`config.mk`:
```
export PLATFORM = sky130hd
export DESIGN_NAME = dds_sweep_ctrl_flat
export DESIGN_NICKNAME = d
export VERILOG_FILES = /design/src/rtl/dds_pkg.sv /design/src/rtl/dds_sweep_ctrl_if.sv /design/src/rtl/dds_sweep_ctrl_sweep_timer.sv /design/src/rtl/dds_sweep_ctrl.sv /design/src/flat_wrapper.sv
export SDC_FILE = /design/constraint.sdc
export NUM_CORES = 1
export LEC_CHECK = 0
export CAP_MARGIN = 20
export CORE_MARGIN = 3
export CORE_UTILIZATION = 54
export DETAILED_ROUTE_END_ITERATION = 16
export GPL_TIMING_DRIVEN = 0
export PLACE_DENSITY = 0.82
export SLEW_MARGIN = 20
export SYNTH_ARGS = -nofsm -noshare
export SYNTH_HDL_FRONTEND = slang
export SYNTH_HIERARCHICAL = 1
export SYNTH_SLANG_ARGS = --single-unit
```
`constraint.sdc`:
```
create_clock -name clk -period 3.95 [get_ports clk]
set_input_delay 0.79 -clock clk [delete_from_list [all_inputs] [get_ports clk]]
set_output_delay 0.79 -clock clk [all_outputs]
set_load 0.05 [all_outputs]
```
`src/rtl/dds_pkg.sv`:
```
// rtl/dds_pkg.sv - shared state encoding, default widths and phase constants for the dds path
package dds_pkg;

   typedef enum logic [1:0] {
      IDLE,
      SETTLE,
      MEASURE,
      DONE
   } sweep_state_t;

   localparam int FWORD_W = 28;
   localparam int PWORD_W = 10;

   // quarter turn of a w-bit phase word, i.e. a 90 degree offset
   function automatic logic [31:0] quad_offset(input int w);
      return 32'd1 << (w - 2);
   endfunction

   localparam logic [PWORD_W-1:0] QUAD_OFFSET = PWORD_W'(quad_offset(PWORD_W));

endpackage

```
`src/rtl/dds_sweep_ctrl_if.sv`:
```
// rtl/dds_sweep_ctrl_if.sv - sweep request/config and dds/measurement strobes (SWEEP_QUAD_EN adds quad_sel)
interface dds_sweep_ctrl_if
   import dds_pkg::*;
#(
   parameter int FW = FWORD_W,
   parameter int PW = PWORD_W,
   parameter int NW = 8,
   parameter int DW = 24
) ();

   logic          start;
   logic          abort;
   logic [FW-1:0] f_start;
   logic [FW-1:0] f_step;
   logic [NW-1:0] n_pts;
   logic [DW-1:0] dwell;
   logic [PW-1:0] pha_cfg;
   logic [FW-1:0] fre_w;
   logic [PW-1:0] pha_w;
   logic          busy;
   logic          meas_en;
   logic          meas_last;
   logic [NW-1:0] step_idx;
   logic          done;
`ifdef SWEEP_QUAD_EN
   logic          quad_sel;
`endif

   modport master (
      output start, abort, f_start, f_step, n_pts, dwell, pha_cfg,
      input  fre_w, pha_w, busy, meas_en, meas_last, step_idx, done
`ifdef SWEEP_QUAD_EN
      , input quad_sel
`endif
   );

   modport slave (
      input  start, abort, f_start, f_step, n_pts, dwell, pha_cfg,
      output fre_w, pha_w, busy, meas_en, meas_last, step_idx, done
`ifdef SWEEP_QUAD_EN
      , output quad_sel
`endif
   );

endinterface

```
`src/rtl/dds_sweep_ctrl_sweep_timer.sv`:
```
// rtl/dds_sweep_ctrl_sweep_timer.sv - loadable down-counter with zero flag for settle and dwell intervals
module sweep_timer #(
   parameter int W = 24
) (
   input  logic         clk,
   input  logic         rst_n,
   input  logic         load,
   input  logic [W-1:0] load_val,
   input  logic         en,
   output logic         zero
);

   logic [W-1:0] cnt_q;

   // load wins so the next interval can be armed on the cycle the current one expires
   always_ff @(posedge clk or negedge rst_n) begin
      if (!rst_n) begin
         cnt_q <= '0;
      end else if (load) begin
         cnt_q <= load_val;
      end else if (en && (cnt_q != '0)) begin
         cnt_q <= cnt_q - W'(1);
      end
   end

   assign zero = (cnt_q == '0);

endmodule

```
`src/rtl/dds_sweep_ctrl.sv`:
```
// rtl/dds_sweep_ctrl.sv - frequency sweep sequencer for the dds (SWEEP_QUAD_EN: two phase passes per point)
module dds_sweep_ctrl
   import dds_pkg::*;
#(
   parameter int Fword_width = FWORD_W,
   parameter int Pword_width = PWORD_W,
   parameter int NSTEP_W     = 8,
   parameter int DWELL_W     = 24,
   parameter int SETTLE_CYC  = 64
) (
   input logic             clk,
   input logic             rst_n,
   dds_sweep_ctrl_if.slave bus
);

   // timer counts down to zero inclusive, so an interval of N cycles loads N-1
   localparam logic [DWELL_W-1:0] SETTLE_LOAD = DWELL_W'(SETTLE_CYC - 1);

   sweep_state_t             state_q, state_nxt;
   logic [Fword_width-1:0]   fre_q, fre_nxt;
   logic [Pword_width-1:0]   pha_q, pha_nxt;
   logic [NSTEP_W-1:0]       idx_q, idx_nxt;
   logic [Fword_width-1:0]   fstep_q, fstep_nxt;
   logic [NSTEP_W-1:0]       npts_q, npts_nxt;
   logic [DWELL_W-1:0]       dwell_q, dwell_nxt;
`ifdef SWEEP_QUAD_EN
   localparam logic [Pword_width-1:0] QOFF = Pword_width'(quad_offset(Pword_width));
   logic [Pword_width-1:0]   pcfg_q, pcfg_nxt;
   logic                     quad_q, quad_nxt;
`endif

   logic                     tmr_load;
   logic [DWELL_W-1:0]       tmr_val;
   logic                     tmr_en;
   logic                     tmr_zero;
   logic [DWELL_W-1:0]       dwell_load;

   // dwell of zero still produces a single-cycle window
   assign dwell_load = (dwell_q == '0) ? '0 : dwell_q - DWELL_W'(1);

   sweep_timer #(.W(DWELL_W)) u_timer (
      .clk      (clk),
      .rst_n    (rst_n),
      .load     (tmr_load),
      .load_val (tmr_val),
      .en       (tmr_en),
      .zero     (tmr_zero)
   );

   // state and datapath registers
   always_ff @(posedge clk or negedge rst_n) begin
      if (!rst_n) begin
         state_q <= IDLE;
         fre_q   <= '0;
         pha_q   <= '0;
         idx_q   <= '0;
         fstep_q <= '0;
         npts_q  <= '0;
         dwell_q <= '0;
`ifdef SWEEP_QUAD_EN
         pcfg_q  <= '0;
         quad_q  <= 1'b0;
`endif
      end else begin
         state_q <= state_nxt;
         fre_q   <= fre_nxt;
         pha_q   <= pha_nxt;
         idx_q   <= idx_nxt;
         fstep_q <= fstep_nxt;
         npts_q  <= npts_nxt;
         dwell_q <= dwell_nxt;
`ifdef SWEEP_QUAD_EN
         pcfg_q  <= pcfg_nxt;
         quad_q  <= quad_nxt;
`endif
      end
   end

   // next-state, datapath updates and timer control; abort overrides everything outside IDLE
   always_comb begin
      state_nxt = state_q;
      fre_nxt   = fre_q;
      pha_nxt   = pha_q;
      idx_nxt   = idx_q;
      fstep_nxt = fstep_q;
      npts_nxt  = npts_q;
      dwell_nxt = dwell_q;
`ifdef SWEEP_QUAD_EN
      pcfg_nxt  = pcfg_q;
      quad_nxt  = quad_q;
`endif
      tmr_load  = 1'b0;
      tmr_val   = '0;
      tmr_en    = 1'b0;

      case (state_q)
         IDLE: begin
            if (bus.start) begin
               if (bus.n_pts != '0) begin
                  fstep_nxt = bus.f_step;
                  npts_nxt  = bus.n_pts;
                  dwell_nxt = bus.dwell;
                  fre_nxt   = bus.f_start;
                  pha_nxt   = bus.pha_cfg;
                  idx_nxt   = '0;
`ifdef SWEEP_QUAD_EN
                  pcfg_nxt  = bus.pha_cfg;
                  quad_nxt  = 1'b0;
`endif
                  tmr_load  = 1'b1;
                  tmr_val   = SETTLE_LOAD;
                  state_nxt = SETTLE;
               end else begin
                  state_nxt = DONE;
               end
            end
         end
         SETTLE: begin
            if (tmr_zero) begin
               tmr_load  = 1'b1;
               tmr_val   = dwell_load;
               state_nxt = MEASURE;
            end else begin
               tmr_en = 1'b1;
            end
         end
         MEASURE: begin
            if (!tmr_zero) begin
               tmr_en = 1'b1;
            end else begin
`ifdef SWEEP_QUAD_EN
               if (!quad_q) begin
                  quad_nxt  = 1'b1;
                  pha_nxt   = pcfg_q + QOFF;
                  tmr_load  = 1'b1;
                  tmr_val   = SETTLE_LOAD;
                  state_nxt = SETTLE;
               end else begin
                  quad_nxt = 1'b0;
`endif
                  if (idx_q == npts_q - NSTEP_W'(1)) begin
                     state_nxt = DONE;
                  end else begin
                     fre_nxt   = fre_q + fstep_q;
                     idx_nxt   = idx_q + NSTEP_W'(1);
`ifdef SWEEP_QUAD_EN
                     pha_nxt   = pcfg_q;
`endif
                     tmr_load  = 1'b1;
                     tmr_val   = SETTLE_LOAD;
                     state_nxt = SETTLE;
                  end
`ifdef SWEEP_QUAD_EN
               end
`endif
            end
         end
         DONE: begin
            state_nxt = IDLE;
         end
         default: begin
            state_nxt = IDLE;
         end
      endcase

      if ((state_q != IDLE) && bus.abort) begin
         state_nxt = IDLE;
         fre_nxt   = '0;
         idx_nxt   = '0;
         tmr_load  = 1'b0;
         tmr_en    = 1'b0;
`ifdef SWEEP_QUAD_EN
         quad_nxt  = 1'b0;
`endif
      end
   end

   assign bus.fre_w     = fre_q;
   assign bus.pha_w     = pha_q;
   assign bus.step_idx  = idx_q;
   assign bus.busy      = (state_q == SETTLE) || (state_q == MEASURE);
   assign bus.meas_en   = (state_q == MEASURE);
   assign bus.meas_last = (state_q == MEASURE) && tmr_zero;
   assign bus.done      = (state_q == DONE);
`ifdef SWEEP_QUAD_EN
   assign bus.quad_sel  = quad_q;
`endif

endmodule

```
`src/flat_wrapper.sv`:
```
// flat-port wrapper written by rule: the top's interface ports become plain ports
module dds_sweep_ctrl_flat import dds_pkg::*;
#(
   parameter int Fword_width = FWORD_W,
   parameter int Pword_width = PWORD_W,
   parameter int NSTEP_W     = 8,
   parameter int DWELL_W     = 24,
   parameter int SETTLE_CYC  = 64
)
  (clk, rst_n, bus_start, bus_abort, bus_f_start, bus_f_step, bus_n_pts, bus_dwell, bus_pha_cfg, bus_fre_w, bus_pha_w, bus_busy, bus_meas_en, bus_meas_last, bus_step_idx, bus_done);
  dds_sweep_ctrl_if #(.FW((28)), .PW((10)), .NW((8)), .DW((24))) bus_i ();
  input logic clk;
  input logic rst_n;
  input wire logic [$bits(bus_i.start)-1:0] bus_start;
  input wire logic [$bits(bus_i.abort)-1:0] bus_abort;
  input wire logic [$bits(bus_i.f_start)-1:0] bus_f_start;
  input wire logic [$bits(bus_i.f_step)-1:0] bus_f_step;
  input wire logic [$bits(bus_i.n_pts)-1:0] bus_n_pts;
  input wire logic [$bits(bus_i.dwell)-1:0] bus_dwell;
  input wire logic [$bits(bus_i.pha_cfg)-1:0] bus_pha_cfg;
  output wire logic [$bits(bus_i.fre_w)-1:0] bus_fre_w;
  output wire logic [$bits(bus_i.pha_w)-1:0] bus_pha_w;
  output wire logic [$bits(bus_i.busy)-1:0] bus_busy;
  output wire logic [$bits(bus_i.meas_en)-1:0] bus_meas_en;
  output wire logic [$bits(bus_i.meas_last)-1:0] bus_meas_last;
  output wire logic [$bits(bus_i.step_idx)-1:0] bus_step_idx;
  output wire logic [$bits(bus_i.done)-1:0] bus_done;
  assign bus_i.start = bus_start;
  assign bus_i.abort = bus_abort;
  assign bus_i.f_start = bus_f_start;
  assign bus_i.f_step = bus_f_step;
  assign bus_i.n_pts = bus_n_pts;
  assign bus_i.dwell = bus_dwell;
  assign bus_i.pha_cfg = bus_pha_cfg;
  assign bus_fre_w = bus_i.fre_w;
  assign bus_pha_w = bus_i.pha_w;
  assign bus_busy = bus_i.busy;
  assign bus_meas_en = bus_i.meas_en;
  assign bus_meas_last = bus_i.meas_last;
  assign bus_step_idx = bus_i.step_idx;
  assign bus_done = bus_i.done;
  dds_sweep_ctrl #(.Fword_width(Fword_width), .Pword_width(Pword_width), .NSTEP_W(NSTEP_W), .DWELL_W(DWELL_W), .SETTLE_CYC(SETTLE_CYC)) u_core (.clk(clk), .rst_n(rst_n), .bus(bus_i));
endmodule
```
==> Word level (Yosys, flattened, before mapping) <==
Cells that the tools add are included.
{ "op_classes": {"n_addsub": 5, "n_eq_ne": 9, "mux": 38, "reduce_logical": 16} }
{ "ops": {"columns": ["operator", "count"], "rows": [
  ["$mux W24", 6],
  ["$mux W28", 5],
  ["$pmux W24 S3", 1],
  ["$pmux W28 S2", 1],
  ["$logic_not A24 Y1", 2],
  ["$sub A24 B1 Y24 const B", 2],
  ["$mux W8", 5],
  ["$add A28 B28 Y28", 1],
  ["$reduce_bool A24 Y1", 1],
  ["$pmux W8 S2", 1],
  ["$mux W2", 6],
  ["$mux W6", 2],
  ["$mux W1", 9],
  ["$ne A3 B1 Y1 const B", 3],
  ["$add A8 B1 Y8 const B", 1],
  ["$eq A8 B8 Y1", 1],
  ["$pmux W2 S4", 1],
  ["$reduce_bool A8 Y1", 1],
  ["$sub A8 B1 Y8 const B", 1],
  ["$reduce_and A3 Y1", 2],
  ["$reduce_and A5 Y1", 1],
  ["$eq A2 B2 Y1 const B", 2],
  ["$reduce_bool A2 Y1", 2],
  ["$logic_and A1 B1 Y1", 3],
  ["8 further kinds", 8]
]} }
{ "word_totals": {"regBits": 132, "input_bits": 102, "out_inout_bits": 50, "wordCells": 76} }

==> Longest topological paths before layout <==
{ "logic_depth": {"depth_word": 7, "ltp_mapped": 14} }

==> By module <==
Netlist, hierarchy kept.
{ "modules_own_cells": {"columns": ["mod", "n_inst", "cells_per_inst", "area_each_um2", "seq_area_each_um2"], "rows": [
  ["dds_sweep_ctrl", 1, 711, 6856.6, 2702.6],
  ["sweep_timer", 1, 157, 1497.7, 600.6]
]} }

==> Least setup slack after synthesis <==
No wires, ideal clock.
{ "synth_timing": {"path_kind": "register to register", "from": "register u_core.u_timer.cnt_q[0]", "to": "register u_core.fre_q[27], in the netlist u_core/bus.fre_w[27]", "arrival_ns": 3.277, "slack_ns": 0.604, "path_stages_with_launch": 15, "n_path_buf": 2, "period_less_slack_ns": 3.346, "path_cell_list": "dfrtp_1 > inv_1 > ha_1 > or4b_1 > nor4_4 > buf_2 > nand2_1 > inv_1 > nand2_1 > a32oi_1 > nand2_1 > or3_1 > buf_2 > or3b_1 > nand3_1"} }
{ "synth_via": {"elab_chain_cells": 3} }
{ "synth_rtl": {"columns": ["element", "line_no", "text"], "rows": [
  ["start: declaration", "dds_sweep_ctrl_sweep_timer.sv:13", "logic [W-1:0] cnt_q;"],
  ["start signal: assignment", "dds_sweep_ctrl_sweep_timer.sv:20", "cnt_q <= load_val;"],
  ["start signal: assignment", "dds_sweep_ctrl_sweep_timer.sv:22", "cnt_q <= cnt_q - W'(1);"],
  ["$logic_not A24 Y1", "dds_sweep_ctrl_sweep_timer.sv:26", "assign zero = (cnt_q == '0);"],
  ["via u_core.tmr_zero", "dds_sweep_ctrl.sv:35", "logic tmr_zero;"],
  ["$ne A3 B1 Y1 (no source line)", null, null],
  ["$reduce_and A5 Y1 (no source line)", null, null],
  ["end signal: assignment", "dds_sweep_ctrl.sv:66", "fre_q <= fre_nxt;"],
  ["end: declaration", "dds_sweep_ctrl.sv:20", "logic [Fword_width-1:0] fre_q, fre_nxt;"]
]} }
The timed path passes the listed nets, and every way through them passes these cells.
A chain may end at the register's enable or synchronous reset.

==> Worst setup path after layout <==
{ "layout_timing": {"from": "register u_core.u_timer.cnt_q[0]", "to": "output bus_meas_last"} }
{ "layout_via": {"elab_chain_cells": 2} }
{ "layout_rtl": {"columns": ["element", "line_no", "text"], "rows": [
  ["$logic_not A24 Y1", "dds_sweep_ctrl_sweep_timer.sv:26", null],
  ["via u_core.tmr_zero", "dds_sweep_ctrl.sv:35", null],
  ["$logic_and A1 B1 Y1", "dds_sweep_ctrl.sv:183", "assign bus.meas_last = (state_q == MEASURE) && tmr_zero;"],
  ["end: declaration", "flat_wrapper.sv:25", "output wire logic [$bits(bus_i.meas_last)-1:0] bus_meas_last;"]
]} }
The timed path passes the listed nets, and every way through them passes these cells.

==> impl_metrics.json <==
{
  "diodes": 0,
  "peakVddDrop_v": 0.000572,
  "power_density_nw_per_um2": 949,
  "cp_cell_sequence": "inv_1 > ha_1 > or4b_1 > nor4_4 > clkbuf_4 > nand2_1 > inv_1 > nand2_1 > inv_1 > buf_2",
  "ioPinCount": 152,
  "vias_per_cell": 6.10,
  "grt_usage": 0.291,
  "cts-root-buf": "clkbuf_16",
  "ant_nets": 0,
  "fin_area_um2": 10800,
  "setup_viol": 0,
  "synthToLayoutAreaGrowth_pct": 29.5,
  "tightest_slew_ns": 0.835,
  "synth_cells": 868,
  "hold_violations": 0,
  "avgRoutedWirePerCell_um": 19.4,
  "syn_avg_cell_area_um2": 9.62,
  "drt-total-wl_um": 24100,
  "multi_input_area_um2": 4860,
  "endpoint_kind": "output pin",
  "route.detailed.drc": 0,
  "vias": 7548,
  "synth.area.top_cells": "dfrtp_1 (40%), mux2_2 (10%), ha_1 (5.7%), nand2_1 (4.1%), xnor2_1 (3.9%)",
  "critPathMaxStageDelay_ns": 0.51,
  "netlist-cell-type-count": 75,
  "ys_ff_latch": 132,
  "core_um2": 14800,
  "yosysTopAreaCell": "dfrtp_1",
  "clkLatencyLatePin_ns": 0.42,
  "dieHeight_um": 130,
  "drt_iter0_drc": 631,
  "synth.top_cells.by_count": "dfrtp_1 (132), nand2_1 (92), mux2_2 (76)",
  "fillers": 1073,
  "instances_no_fill": 1238,
  "cts_max_level": 4,
  "crit_path_top_delay_cell": "or4b_1",
  "report.final.slew_viol_count": 0,
  "slew_headroom": 0.444,
  "grt_start_max_net_pins": 89,
  "yosysSeqAreaShare": 0.395,
  "status": "complete, no violations",
  "die_area_um2": 17000,
  "antenna_found_initial": 0,
  "period_share": 0.956,
  "synth_edf_count": 0,
  "syn_nets": 1009,
  "arrival_ns": 2.98,
  "critPathKind": "reg2out",
  "finalNetCount": 1182,
  "post-synth-top-count-cell": "dfrtp_1",
  "clkSinkCount": 132,
  "max_cap_viol_count": 0,
  "grt_pass1_wl_um": 38700,
  "floorplan.initialDensity": 0.564,
  "cts_max_path_buffers": 2,
  "placed_area_um2": 10100,
  "dieWidth_um": 130,
  "cts_inserted_buffers": 17,
  "num_rows": 44,
  "async_flop_share": 1.00,
  "min_path_type": "in2async",
  "dr.pass1.iters": 5,
  "clk_pin_slew_ns": 0.06,
  "place_inst": 1204,
  "yosys_warnings": 6,
  "routabilityCongestion": 0.924,
  "tns_ns": 0,
  "drive_gt1_frac": 0.136,
  "first_global_vias": 7471,
  "port_buffers": 151,
  "finClkSkew_ns": 0.00869,
  "p_leak_nw": 4.52,
  "cpMostUsedCell": "inv_1",
  "synth_top_cell_area_share": 0.395,
  "synth_ff_type": "dfrtp_1",
  "grt_overflow_total": 0,
  "cp.required_ns": 3.16,
  "syn_area_um2": 8350,
  "cts_hold_buf": 0,
  "cts_tree": "yes",
  "crit_fanout": 10,
  "regArea_um2": 3300,
  "post-route-min-period_ns": 3.77,
  "start_kind": "register",
  "dpl.hpwl_um": 17500,
  "fmax_mhz": 265
}
-- what timing repair did --
action,CTS,global route
endpoints found under the setup margin,6,14
setup buffers,0,2
endpoints found under the hold margin,0,0
gates resized for setup,5,4
pin swaps,0,1
-- state kept, by name, summed over array words and instances (netlist names) --
register	cells
u_core/dwell_q	24
u_core/state_q	2
u_core/npts_q	8
u_core/bus.step_idx	8
u_core/u_timer/cnt_q	24
u_core/bus.fre_w	28
u_core/bus.pha_w	10
u_core/fstep_q	28
-- routing by layer --
layer	track usage	vias to the layer above	part of all wire
met5	0	-	0
met4	0.0913	0	0.022
met3	0.0577	40	0.056
met2	0.479	284	0.49
met1	0.390	3698	0.43
li1	-	3526	-
-- path summary, 6_finish.rpt --
kind                                                     to  slack (ns)                           startpoint  cells after the start
max                                           bus_meas_last        0.18  u_core/u_timer/cnt_q[0]$_DFFE_PN0P_                     10
min                            u_core/npts_q[3]$_DFFE_PN0P_        0.26                                rst_n                      1
max reg2reg                u_core/bus.fre_w[27]$_DFFE_PN0P_        0.19  u_core/u_timer/cnt_q[0]$_DFFE_PN0P_                     14
min reg2reg                 u_core/bus.pha_w[1]$_DFFE_PN0P_        0.50      u_core/bus.pha_w[1]$_DFFE_PN0P_                      1
max in group asynchronous  u_core/bus.fre_w[10]$_DFFE_PN0P_        2.91                                rst_n                      2
min in group clk            u_core/bus.pha_w[1]$_DFFE_PN0P_        0.50      u_core/bus.pha_w[1]$_DFFE_PN0P_                      1
-- final cells by class --
type | instances | area share
plain buffers | 32 | 0.0127
inverters | 21 | 0.00729
repair buffers | 154 | 0.144
clock buffers | 20 | 0.0422
multi-input cells | 683 | 0.449
flip-flops and latches | 132 | 0.305
well taps | 184 | 0.0213
clock inverters | 12 | 0.0186
-- through the flow --
stage | worst slack (ns) | util | total power [mW] | hold WS (ns)
6_report | 0.176 | 0.731 | 10.3 | 0.259
5_1_grt | -0.0109 | 0.731 | 11.0 | 0.271
4_1_cts | 0.0411 | 0.729 | 10.2 | 0.264
3_5_place_dp | -0.0599 | 0.684 | 8.31 | 0.492
3_3_place_gp | -3.22 | 0.682 | 8.19 | 0.486
2_1_floorplan | 0.604 | - | 6.71 | 0.484
-- where the power goes --
| part | switching (mW) | internal [mW] | leakage [nW] |
|---|---|---|---|
| combinational | 3.59 | 2.37 | 2.56 |
| clock | 0.605 | 1.15 | 0.317 |
| sequential | 0.582 | 1.97 | 1.64 |
-- cells by family after synthesis --
kind of cell / synth area share
adder cells (fa/ha/maj): 0.0593
AND/OR/NAND/NOR: 0.175
multiplexers: 0.122
buffers and inverters: 0.0255
AO/OA/AOI/OAI: 0.149
flip-flops: 0.395
XOR/XNOR: 0.0732
-- placed cells by master (no fill, tap or decap), types with 5 or more instances in the layout --
master           instances
clkdlybuf4s50_1        149
dfrtp_1                132
nand2_1                 92
mux2_2                  76
nor2_1                  61
o21ai_0                 49
a21oi_1                 44
ha_1                    38
xnor2_1                 37
xor2_1                  31
nand3_1                 22
clkbuf_1                20
inv_1                   19
clkbuf_16               17
mux2i_1                 15
o21ai_1                 15
nor3_1                  14
nand4_1                 13
nor4_1                  13
buf_2                   11
or3_1                   11
o211ai_1                10
and3_1                  10
a21o_1                  10
a211oi_1                 9
or4_1                    8
nand3b_1                 8
a22oi_1                  7
o31ai_1                  6
o21a_1                   6
bufinv_16                5
a31oi_1                  5
-- worst max-delay path: cells and delay by family, from the launching register on --
| kind | cells | cell delay, ns |
|---|---|---|
| adders and majority gates | 1 | 0.16 |
| buffers and inverters | 5 | 0.90 |
| and+or+nand+nor | 4 | 1.12 |
| DFF | 1 | 0.39 |
(Power assumes the default switching activity.)
